===== src/rtl/mech_detune_sum.sv =====
// rtl/mech_detune_sum.sv - sums enabled mechanical mode positions per frame into a saturated cavity detune word
module mech_detune_sum #(
    parameter int n_mech_modes = 7,
    parameter int sample_phase = 0,
    parameter int shift        = 2
) (
    input  logic                     clk,
    input  logic                     rst_n,
    input  logic                     start_eig,
    input  logic signed [17:0]       mech_x,
    input  logic [n_mech_modes-1:0]  mode_en,
    input  logic                     clip_clr,
    output logic signed [17:0]       detune,
    output logic                     detune_valid,
    output logic                     sum_clip,
    output logic                     frame_err
);

    localparam int SW = $clog2(2 * n_mech_modes);
    localparam int AW = 18 + $clog2(n_mech_modes) + 1;
    localparam logic [SW-1:0] LAST_SLOT = SW'(2 * n_mech_modes - 1);
    localparam logic PHASE = 1'(sample_phase);
    localparam logic signed [AW-1:0] SAT_MAX = AW'(131071);
    localparam logic signed [AW-1:0] SAT_MIN = AW'(-131072);

    typedef enum logic {IDLE, RUN} state_t;

    state_t                state_q, state_d;
    logic [SW-1:0]         slot_q, slot_d, slot_c;
    logic signed [AW-1:0]  acc_q, acc_d, acc_base, x_ext, acc_shr, acc_sat;
    logic [SW-2:0]         mode_idx;
    logic                  run, last, early, sample, clip_hit;

    // start_eig overrides the counter so the marker cycle itself is slot 0
    always_comb begin
        state_d = state_q;
        slot_d  = slot_q;
        slot_c  = slot_q;
        run     = 1'b0;
        last    = 1'b0;
        early   = 1'b0;
        if (start_eig) begin
            run    = 1'b1;
            slot_c = '0;
            early  = (state_q == RUN) && (slot_q < LAST_SLOT);
        end else if (state_q == RUN) begin
            run = 1'b1;
        end
        if (run) begin
            if (slot_c == LAST_SLOT) begin
                last    = 1'b1;
                state_d = IDLE;
                slot_d  = slot_c;
            end else begin
                state_d = RUN;
                slot_d  = slot_c + SW'(1);
            end
        end
    end

    // slot 0 reloads the accumulator, so back-to-back frames need no clear cycle
    always_comb begin
        mode_idx = slot_c[SW-1:1];
        sample   = run && (slot_c[0] == PHASE) && mode_en[mode_idx];
        x_ext    = {{(AW-18){mech_x[17]}}, mech_x};
        acc_base = (slot_c == '0) ? '0 : acc_q;
        acc_d    = acc_q;
        if (run) begin
            acc_d = sample ? acc_base + x_ext : acc_base;
        end
        acc_shr  = acc_d >>> shift;
        clip_hit = (acc_shr > SAT_MAX) || (acc_shr < SAT_MIN);
        if (acc_shr > SAT_MAX) begin
            acc_sat = SAT_MAX;
        end else if (acc_shr < SAT_MIN) begin
            acc_sat = SAT_MIN;
        end else begin
            acc_sat = acc_shr;
        end
    end

    always_ff @(posedge clk or negedge rst_n) begin
        if (!rst_n) begin
            state_q      <= IDLE;
            slot_q       <= '0;
            acc_q        <= '0;
            detune       <= '0;
            detune_valid <= 1'b0;
            sum_clip     <= 1'b0;
            frame_err    <= 1'b0;
        end else begin
            state_q      <= state_d;
            slot_q       <= slot_d;
            acc_q        <= acc_d;
            detune_valid <= last;
            if (last) begin
                detune <= acc_sat[17:0];
            end
            // a new event in the same cycle as clip_clr keeps the flag set
            sum_clip  <= (last && clip_hit) || (sum_clip && !clip_clr);
            frame_err <= early || (frame_err && !clip_clr);
        end
    end

endmodule

===== config.mk =====
export PLATFORM = sky130hd
export DESIGN_NAME = mech_detune_sum
export DESIGN_NICKNAME = d
export VERILOG_FILES = /design/src/rtl/mech_detune_sum.sv
export SDC_FILE = /design/constraint.sdc
export NUM_CORES = 1
export LEC_CHECK = 0
export BUFFER_PORTS_ARGS = -buffer_cell sky130_fd_sc_hd__buf_2
export CORE_MARGIN = 2
export CORE_UTILIZATION = 35
export DETAILED_ROUTE_END_ITERATION = 8
export GPL_TIMING_DRIVEN = 0
export PLACE_DENSITY = 0.59
export SETUP_SLACK_MARGIN = 0.02
export SYNTH_ARGS = -nofsm -noshare
export SYNTH_HDL_FRONTEND = slang
export SYNTH_SLANG_ARGS = --single-unit

===== constraint.sdc =====
create_clock -name clk -period 11.13 [get_ports clk]
set_clock_uncertainty 0.1 [all_clocks]
set_input_delay 0 -clock clk [delete_from_list [all_inputs] [get_ports clk]]
set_output_delay 0 -clock clk [all_outputs]
set_load 0.02 [all_outputs]

==> impl_metrics.csv <==
group,metric,value,unit
timing,finalHoldViolations,0,
layout,area_growth,14.10,%
synth,yosysWarnings,0,
layout,seqCellArea,1201,sq um
die,core_area,11470,sq um
clock_tree,cts_max_path_buffers,2,
timing,min_period,6.480,ns
synth,synth_top_area_share,0.2918,
synth,synth_nets,566,
synth,synth.area.top_cells,"dfrtp_1 (29%), a21oi_1 (6.4%), nor2_1 (5.8%), ha_1 (3.6%), nand2_1 (3.6%)",
flow_run,max_cap_violations,0,
critical_path,required,11.25,ns
grt,grt_max_degree,49,
critical_path,critical_path_arrival,6.60,ns
clock_tree,cts_buffers,5,
placement,port_buffers,41,
power,pwr_density_cell,170.1,nW/um^2
synth,avgSynthCellArea,7.856,sq um
layout,num_antenna_cells,0,
synth,synth_area,4116,sq um
grt,grt_pass1_wl,19730,um
timing,relSlewSlack,0.2433,
drt,via_count,4062,
power,leakagePower,0.002081,uW
die,ios,50,
grt,antenna_found_initial,0,
timing,setup_viol,0,
critical_path,reg2reg_depth,24,
layout,fill_cells,1143,
synth,synth_seq_cells,48,
timing,worst_slack,4.650,ns
clock_tree,htree_levels,2,
drt,route.detailed.drc,0,
hold_path,hp-class,"in -> reg",
grt,grt-ovfl-total,0,
die,dieArea,12650,sq um
die,start_util,0.3590,
timing,setup_tns,0,ns
layout,layout_common_cells,"nor2_1 (64), buf_2 (53), a21oi_1 (53), dfrtp_1 (48), nand2_1 (39)",
die,die_y,112.5,um
die,dieWidth,112.5,um
critical_path,worstPathMaxFanout,10,
critical_path,start_kind,"input port",
critical_path,end_kind,"register",
synth,seq_area_frac_synth,0.2918,
clock_tree,cts_resized,0,
placement,pre_cts_ws,4.882,ns
timing,fmax,0.1543,GHz
clock_tree,clk_pin_slew_worst_paths,0.07,ns
timing,worst_pin_slew,1.135,ns
timing,period_share,0.5822,
clock_tree,clock_latency,0.30,ns
placement,place_hpwl,8934,um
layout,multi_input_area,2660,sq um
power,peakVddDrop,0.09670,mV
drt,routed_wl,11930,um
outcome,status,"finished clean",
timing,rsz0062_at_grt,"no",
timing,slew_viol_final,0,
clock_tree,cts_setup_buffers,0,
grt,grt_use_total,0.1899,
synth,synth_area_leader_cell,"dfrtp_1",
die,num_rows,39,
critical_path,critPathKind,"in -> reg",
hold_path,hold_depth,4,
synth,ys.flop_type,"dfrtp_1",
placement,gp_congestion,0.9099,
drt,wl_per_cell,16.56,um
drt,dr.first_iter.drc_count,269,
clock_tree,cts_hold_buffers,4,
synth,synth-edff-count,0,
synth,synth.distinct_cells,73,
clock_tree,tritoncts,"yes",
synth,synth_cells,524,
drt,ant_nets,0,
grt,grt_pass1_vias,3850,
clock_tree,cts.sinks,48,
drt,vias_per_cell,5.642,
synth,synthArstFlopShare,1.000,
drt,drt-pass1-iter-count,5,
clock_tree,clk_root_buffer_cell,"clkbuf_16",
layout,nNetsFinal,618,
layout,final_common_cell,"nor2_1",
layout,drive_gt1_frac,0.1525,
## metrics by stage
| stage | std cells | total power, uW | instance area (sq um) | hold WS [ns] | util |
|---|---|---|---|---|---|
| global placement | 708 | 621.2 | 4501 | 0.1707 | 0.3925 |
| CTS | 720 | 798.6 | 4697 | 0.07917 | 0.4096 |
| detailed placement | 708 | 631.4 | 4501 | 0.1969 | 0.3925 |
| floorplan | 524 | 530.6 | 4116 | -0.3956 | - |
| finish | 720 | 799.0 | 4697 | 0.08015 | 0.4096 |
| global route | 720 | 857.9 | 4697 | 0.1227 | 0.4096 |
## cell type report
cell class / count / share of cell area
tap: 143 / 0.03809
inverter: 22 / 0.01758
timing repair buffer: 45 / 0.05221
clock inverter: 2 / 0.003729
clock buffer: 6 / 0.02957
sequential: 48 / 0.2557
multi-input combinational: 413 / 0.5663
buffer: 41 / 0.03676
## report_power, final
part	switching [uW]	leakage, uW	internal [uW]	total (uW)
clock	71.3	0.0000779	91.2	163
sequential	25.9	0.000627	209	235
combinational	253	0.00138	149	402
## worst max-delay path, cell delays in order
cell           delay (ns)
dlygate4sd3_1        0.53
buf_2                0.13
buf_2                0.17
nor2b_1              0.30
inv_1                0.08
ha_1                 0.20
clkbuf_1             0.28
nand2_1              0.32
buf_2                0.30
clkbuf_1             0.45
clkbuf_1             0.41
and2_1               0.20
ha_1                 0.17
inv_1                0.05
fa_1                 0.40
inv_1                0.11
a21oi_1              0.07
o32ai_1              0.41
o211ai_1             0.26
o22ai_1              0.19
a21oi_2              0.14
o21ai_0              0.37
a221oi_4             0.16
o21ai_2              0.35
buf_2                0.29
a21oi_1              0.09
nor2_1               0.13
## logic make-up after synthesis
group / synth area share
flip-flops: 0.2918
adder cells (fa/ha/maj): 0.05653
buffers and inverters: 0.06201
XOR/XNOR: 0.04681
AO/OA/AOI/OAI: 0.3000
AND/OR/NAND/NOR: 0.2304
multiplexers: 0.01246
## layer usage
layer,global-route usage,wire [um],vias up
met4,0.05691,173,0
met2,0.3032,5472,78
met5,0,0,-
met1,0.2722,5930,1954
li1,-,-,2018
met3,0.02052,349,12
## Yosys cell counts, types with 4 or more instances
library cell and number:
nor2b_1 9, maj3_1 4, a311oi_1 8, buf_2 12, a21o_1 11, o211ai_1 7
nor2_1 64, o21ai_1 4, o21ai_0 22, a211oi_1 7, xor2_1 9, nand2_1 39
or2_2 6, nand3_1 11, ha_1 12, and3_1 5, o21a_1 5, or3_1 5
mux2i_1 4, inv_1 22, clkbuf_1 28, nor3_1 6, and2_1 18, xnor2_1 13
dfrtp_1 48, nand4_1 6, a31oi_1 11, o22ai_1 5, a21oi_1 53
## worst paths after layout
path	start	to	slack, ns
worst max-delay path	start_eig	detune[3]$_DFFE_PN0P_	4.65
worst min-delay path	mech_x[1]	acc_q[1]$_DFFE_PN0N_	0.08
worst max register to register	slot_q[0]$_DFFE_PN0N_	detune[3]$_DFFE_PN0P_	4.76
worst min register to register	detune[17]$_DFFE_PN0P_	detune[17]$_DFFE_PN0P_	0.40
max in group asynchronous	rst_n	acc_q[16]$_DFF_PN0_	9.86
min in group asynchronous	rst_n	detune_valid$_DFF_PN0_	0.37
## flip-flops by register name (all words and copies together), names as in the netlist
name / count
acc_q: 22
detune: 18
slot_q: 4
detune_valid: 1
frame_err: 1
state_q: 1
sum_clip: 1
No activity file was read; power rests on OpenSTA's default activity.
